===== config.mk =====
export PLATFORM = sky130hd
export DESIGN_NAME = lsu
export DESIGN_NICKNAME = d
export VERILOG_FILES = /design/src/rtl/lsu.sv
export SDC_FILE = /design/constraint.sdc
export NUM_CORES = 1
export LEC_CHECK = 0
export ABC_AREA = 1
export CAP_MARGIN = 10
export CORE_ASPECT_RATIO = 1.4
export CORE_MARGIN = 2
export CORE_UTILIZATION = 41
export DETAILED_ROUTE_END_ITERATION = 10
export MAX_ROUTING_LAYER = met4
export PLACE_DENSITY = 0.81
export RECOVER_POWER = 100
export SLEW_MARGIN = 0
export SYNTH_ARGS = -nofsm -noshare
export SYNTH_HDL_FRONTEND = slang
export SYNTH_SLANG_ARGS = --single-unit

===== constraint.sdc =====
create_clock -name I_clk -period 1.8 [get_ports I_clk]
set_input_delay 0.45 -clock I_clk [delete_from_list [all_inputs] [get_ports I_clk]]
set_output_delay 0.45 -clock I_clk [all_outputs]
set_load 0.1 [all_outputs]

===== src/rtl/lsu.sv =====
// -----------------------------------------------------------------------------
// lsu -- load/store unit sitting directly upstream of the byte-addressed RAM.
//
// Accepts one CPU request at a time (valid/ready), bounds-checks it, strobes
// the RAM for exactly one cycle, captures the RAM's registered read data,
// formats it to 16 bits and returns a one-cycle completion pulse with a
// fault flag.
//
// Optional feature (compile-time macro LSU_SIGNEXT_EN):
//   defined   -> adds input I_signed; signed byte loads are sign-extended
//   undefined -> no I_signed port; every byte load is zero-extended
//
// Ports:
//   I_clk, I_reset         clock, synchronous active-high reset
//   I_valid / O_ready      request handshake (O_ready high only in IDLE)
//   I_write                1 = store, 0 = load
//   I_size                 1 = byte, 2 = halfword (0 and 3 fault)
//   I_addr, I_wdata        byte address, store data (byte stores use [7:0])
//   I_signed               (LSU_SIGNEXT_EN only) sign-extend byte loads
//   O_done, O_fault        one-cycle completion pulse and its fault flag
//   O_rdata                load result, valid with O_done on a good load
//   O_ram_enable/_write/_size/_addr/_wdata   RAM request, all registered
//   I_ram_rdata            RAM read data (registered inside the RAM)
// -----------------------------------------------------------------------------
module lsu #(
    parameter int ADDR_LIMIT = 4096
) (
    input  logic        I_clk,
    input  logic        I_reset,
    input  logic        I_valid,
    output logic        O_ready,
    input  logic        I_write,
    input  logic [1:0]  I_size,
    input  logic [15:0] I_addr,
    input  logic [15:0] I_wdata,
`ifdef LSU_SIGNEXT_EN
    input  logic        I_signed,
`endif
    output logic        O_done,
    output logic        O_fault,
    output logic [15:0] O_rdata,
    output logic        O_ram_enable,
    output logic        O_ram_write,
    output logic [1:0]  O_ram_size,
    output logic [15:0] O_ram_addr,
    output logic [15:0] O_ram_wdata,
    input  logic [15:0] I_ram_rdata
);

    typedef enum logic [1:0] {
        IDLE    = 2'd0,
        ACCESS  = 2'd1,
        CAPTURE = 2'd2,
        FAULT   = 2'd3
    } state_t;

    // 17-bit limit so that address + 1 on 0xFFFF cannot wrap back into range
    localparam logic [16:0] LIMIT = 17'(ADDR_LIMIT);

    state_t      state_q, state_d;
    logic        write_q, write_d;
    logic [1:0]  size_q, size_d;
    logic [15:0] addr_q, addr_d;
    logic [15:0] wdata_q, wdata_d;
    logic        enable_q, enable_d;
    logic        done_q, done_d;
    logic        fault_q, fault_d;
    logic [15:0] rdata_q, rdata_d;
`ifdef LSU_SIGNEXT_EN
    logic        signed_q, signed_d;
`endif

    logic [16:0] addr_ext;
    logic        req_fault;
    logic [15:0] load_data;

    assign addr_ext = {1'b0, I_addr};

    // A request is rejected for an illegal size, a start address at or past
    // the limit, or a halfword whose second byte would land past the limit.
    assign req_fault = ((I_size != 2'd1) && (I_size != 2'd2))
                     || (addr_ext >= LIMIT)
                     || ((I_size == 2'd2) && ((addr_ext + 17'd1) >= LIMIT));

    // Format the RAM's read word according to the latched request size.
    always_comb begin
        logic [7:0] upper;
        upper = 8'h00;
`ifdef LSU_SIGNEXT_EN
        if (signed_q) begin
            upper = {8{I_ram_rdata[7]}};
        end
`endif
        if (size_q == 2'd1) begin
            load_data = {upper, I_ram_rdata[7:0]};
        end else begin
            load_data = I_ram_rdata;
        end
    end

    // Next-state and next-output logic. Only non-faulting requests are
    // latched, so the RAM bus keeps showing the last real access rather than
    // garbage from a rejected one.
    always_comb begin
        state_d  = state_q;
        write_d  = write_q;
        size_d   = size_q;
        addr_d   = addr_q;
        wdata_d  = wdata_q;
        done_d   = 1'b0;
        fault_d  = 1'b0;
        rdata_d  = rdata_q;
`ifdef LSU_SIGNEXT_EN
        signed_d = signed_q;
`endif

        case (state_q)
            IDLE: begin
                if (I_valid) begin
                    if (req_fault) begin
                        state_d = FAULT;
                    end else begin
                        state_d = ACCESS;
                        write_d = I_write;
                        size_d  = I_size;
                        addr_d  = I_addr;
                        wdata_d = (I_size == 2'd1) ? {8'h00, I_wdata[7:0]} : I_wdata;
`ifdef LSU_SIGNEXT_EN
                        signed_d = I_signed;
`endif
                    end
                end
            end
            ACCESS: begin
                state_d = CAPTURE;
            end
            CAPTURE: begin
                done_d  = 1'b1;
                fault_d = 1'b0;
                if (!write_q) begin
                    rdata_d = load_data;
                end
                state_d = IDLE;
            end
            FAULT: begin
                done_d  = 1'b1;
                fault_d = 1'b1;
                state_d = IDLE;
            end
            default: begin
                state_d = IDLE;
            end
        endcase

        // Registered strobe: high for exactly the single ACCESS cycle
        enable_d = (state_d == ACCESS);
    end

    always_ff @(posedge I_clk) begin
        if (I_reset) begin
            state_q  <= IDLE;
            write_q  <= 1'b0;
            size_q   <= 2'd0;
            addr_q   <= 16'h0000;
            wdata_q  <= 16'h0000;
            enable_q <= 1'b0;
            done_q   <= 1'b0;
            fault_q  <= 1'b0;
            rdata_q  <= 16'h0000;
`ifdef LSU_SIGNEXT_EN
            signed_q <= 1'b0;
`endif
        end else begin
            state_q  <= state_d;
            write_q  <= write_d;
            size_q   <= size_d;
            addr_q   <= addr_d;
            wdata_q  <= wdata_d;
            enable_q <= enable_d;
            done_q   <= done_d;
            fault_q  <= fault_d;
            rdata_q  <= rdata_d;
`ifdef LSU_SIGNEXT_EN
            signed_q <= signed_d;
`endif
        end
    end

    assign O_ready      = (state_q == IDLE);
    assign O_done       = done_q;
    assign O_fault      = fault_q;
    assign O_rdata      = rdata_q;
    assign O_ram_enable = enable_q;
    assign O_ram_write  = write_q;
    assign O_ram_size   = size_q;
    assign O_ram_addr   = addr_q;
    assign O_ram_wdata  = wdata_q;

endmodule


==> results.sh, run 1 <==
export IMPL_status="finished clean"
export IMPL_finalClockSkew_ns=0.00886
export IMPL_drive_gt1_frac=0.200
export IMPL_floorplan_die_width_microns=68.3
export IMPL_synth_cell_types=20
export IMPL_finalHoldViolCount=0
export IMPL_critPathLaunchType="primary input"
export IMPL_cts_max_level=2
export IMPL_groute_usage_overall=0.231
export IMPL_p_sw_frac=0.319
export IMPL_setup_violations=0
export IMPL_die_height_microns=94.0
export IMPL_yosysWarningCount=0
export IMPL_crit_path_max_fanout=7
export IMPL_routed_via_density=4.71
export IMPL_synth_area_leader_cell="sky130_fd_sc_hd__dfxtp_1"
export IMPL_comb_power_share=0.230
export IMPL_dpl_instance_area_sq_mm=0.00414
export IMPL_layout_common_cells="87 x sky130_fd_sc_hd__nand2_1, 61 x sky130_fd_sc_hd__nor2_1, 56 x sky130_fd_sc_hd__dfxtp_1, 56 x sky130_fd_sc_hd__inv_1, 55 x sky130_fd_sc_hd__clkbuf_2"
export IMPL_worst_setup_hold_path_clk_slew_ns=0.09
export IMPL_final_cell_count_no_fill=528
export IMPL_vdd_ir_drop_worst_v=0.000464
export IMPL_cts_root_buffer_cell="sky130_fd_sc_hd__clkbuf_8"
export IMPL_post_drt_wl_per_cell_microns=13.0
export IMPL_synthCells=340
export IMPL_mostFrequentLayoutCell="sky130_fd_sc_hd__nand2_1"
export IMPL_hold_class="reg2reg"
export IMPL_max_transition_margin=0.624
export IMPL_timing_final_ws_setup_ns=0.119
export IMPL_grt_antenna_before_repair=0
export IMPL_leakagePower_uw=0.00180
export IMPL_post_route_period_util=0.934
export IMPL_synthesis_nets=396
export IMPL_die_area_sq_mm=0.00642
export IMPL_pre_cts_slack_ns=-0.323
export IMPL_clock_latency_ns=0.31
export IMPL_seq_area_frac_synth=0.472
export IMPL_detailroute_via_count=2489
export IMPL_starting_density=0.426
export IMPL_synth_enable_flop_cells=0
export IMPL_netlist_area_sq_mm=0.00237
export IMPL_tritoncts="built"
export IMPL_setup_repair_after_global_routing_missed_its_margin="no"
export IMPL_cellInternalPower_uw=1780
export IMPL_grt_ovfl_total=0
export IMPL_yosys_register_bits=56
export IMPL_core_area_sq_mm=0.00557
export IMPL_area_overhead_of_the_layout_relative_to_synthesis_pct=45.5
export IMPL_n_antenna_cell=0
export IMPL_synth_async_sr_flop_share=0
export IMPL_cts_hold_buffers_added=0
export IMPL_dominantRegCellSynth="sky130_fd_sc_hd__dfxtp_1"
export IMPL_area_share_of_the_leading_cell_type_in_the_synthesized_netlist=0.472
export IMPL_layout_filler_cells=481
export IMPL_drt_pre_antenna_iters=4
export IMPL_post_synth_main_area_contributors="sky130_fd_sc_hd__dfxtp_1 47%, sky130_fd_sc_hd__nand2_1 14%, sky130_fd_sc_hd__nor2_1 10%"
export IMPL_drc_viols=0
export IMPL_std_cell_rows=32
export IMPL_regToRegSetupSlack_ns=0.50
export IMPL_max_slew_worst_pin_slew_ns=0.566
export IMPL_finalMaxSlewViolations=0
export IMPL_seq_power_share=0.495
export IMPL_cts_buffer_depth=2
export IMPL_grt_first_pass_wirelength_microns=11000
export IMPL_pwr_share_clk=0.275
export IMPL_grt_start_max_net_pins=33
export IMPL_cts_bufs_inserted=5
export IMPL_timing_critical_path_required_ns=2.01
export IMPL_critical_path_endpoint_type="flip-flop"
export IMPL_maxClockFrequency_ghz=0.595
export IMPL_power_switching_uw=834
export IMPL_timing_critical_path_arrival_ns=1.89
export IMPL_routed_wirelength_microns=6890
export IMPL_final_cell_area_sq_mm=0.00345
export IMPL_path_class="in2reg"
export IMPL_hpwlAfterDp_microns=5120
export IMPL_drt_iter0_drc=51
export IMPL_buffer_ports_inserted=108
export IMPL_placedCellCount=519
export IMPL_weighted_congestion_at_the_end_of_routability_driven_global_placement=0.770
export IMPL_clock_sinks=56
export IMPL_drv_cap=0
export IMPL_final_min_clock_period_ns=1.68
export IMPL_power_per_cell_area_mw_per_mm2=756
export IMPL_ios=109
export IMPL_vias_in_the_first_global_route=2525
export IMPL_nNetsFinal=515
export IMPL_drtAntennaViolNets=0
export IMPL_synth_avg_cell_area_sq_um=6.98
-- repair_timing --
| item | 4_1_cts | 5_1_grt |
|---|---|---|
| resized for setup | 1 | 7 |
| pin swaps | 0 | 2 |
| buffers inserted | 0 | 0 |
| setup endpoints to repair | 2 | 20 |
| gates cloned | 0 | 1 |
-- layer usage --
metal	share of wire	track usage
met2	0.52	0.408
met4	0.028	0.108
met5	0	-
met1	0.38	0.238
met3	0.072	0.0444
-- power groups by stage --
stage	Combinational (uW)	Clock, uW	Sequential (uW)
after floorplan	144	0	1570
after global placement	698	0	1340
after detailed placement	708	0	1340
after CTS	715	728	1310
after global routing	635	786	1300
final	601	717	1290
-- through the flow --
stage | utilization | total power [uW] | TNS, ns | hold slack, ns
floorplan | - | 1710 | 0 | 0.441
global placement | 0.744 | 2040 | -7.61 | 0.449
detailed placement | 0.744 | 2050 | -9.50 | 0.462
CTS | 0.763 | 2760 | 0 | 0.476
global route | 0.621 | 2720 | 0 | 0.464
finish | 0.621 | 2610 | 0 | 0.446
-- area by class of cell --
class | count | area [sq um] | area share
sequential | 56 | 1120 | 0.325
timing repair buffer | 126 | 971 | 0.281
multi-input combinational | 206 | 942 | 0.273
inverter | 64 | 240 | 0.0696
clock buffer | 7 | 86.3 | 0.0250
tap | 68 | 85.1 | 0.0246
clock inverter | 1 | 7.51 | 0.00217
-- state kept, by name (all words and copies together), names as in the netlist --
register      count
O_rdata          16
O_fault           1
O_ram_write       1
O_done            1
O_ram_wdata      16
O_ram_enable      1
state_q           2
O_ram_size        2
O_ram_addr       16
-- worst max-delay path, stage by stage --
cell and delay [ns]:
sky130_fd_sc_hd__clkdlybuf4s50_1 0.50, sky130_fd_sc_hd__nand2_1 0.06, sky130_fd_sc_hd__inv_1 0.05, sky130_fd_sc_hd__nand2_1 0.05
sky130_fd_sc_hd__nor2_1 0.14, sky130_fd_sc_hd__nand2_2 0.11, sky130_fd_sc_hd__nand3_4 0.16, sky130_fd_sc_hd__buf_6 0.15
sky130_fd_sc_hd__nand2_1 0.07, sky130_fd_sc_hd__inv_1 0.09, sky130_fd_sc_hd__nor2_1 0.06
-- cell usage after synthesis (2+ instances only) --
cell type                  number
sky130_fd_sc_hd__nand2_2        3
sky130_fd_sc_hd__o21ai_0        8
sky130_fd_sc_hd__nand3_1        6
sky130_fd_sc_hd__inv_1         55
sky130_fd_sc_hd__nor3_1         2
sky130_fd_sc_hd__inv_2          8
sky130_fd_sc_hd__a21oi_1       17
sky130_fd_sc_hd__nand2_1       87
sky130_fd_sc_hd__nand3b_1       8
sky130_fd_sc_hd__buf_4          2
sky130_fd_sc_hd__clkbuf_1       8
sky130_fd_sc_hd__nor2_1        64
sky130_fd_sc_hd__nand4_1        6
sky130_fd_sc_hd__dfxtp_1       56
sky130_fd_sc_hd__ha_1           2
sky130_fd_sc_hd__buf_6          4
-- path summary, 6_finish.rpt --
path,startpoint,to,cells past startpoint
min,O_rdata[5],O_rdata[5],2
max,I_addr[7],O_ram_wdata[12],11
min reg2reg,O_rdata[5],O_rdata[5],2
max reg2reg,state_q[1],O_ram_addr[10],8
-- cells by family (layout without fill, tap and decap cells) --
family,count (synthesis),after routing,share of synthesized area
flops,56,56,0.472
buf+inv,78,198,0.139
simple gates,179,179,0.325
fa+ha+maj,2,2,0.0105
compound gates,25,25,0.0527
Power figures use the tool's default switching activity.
==> run 2: changes to the inputs <==
- GPL_ROUTABILITY_DRIVEN: not set -> 0
==> results of run 2 <==
Same layout as run 1: the final DEF is identical, and so are final timing and power.
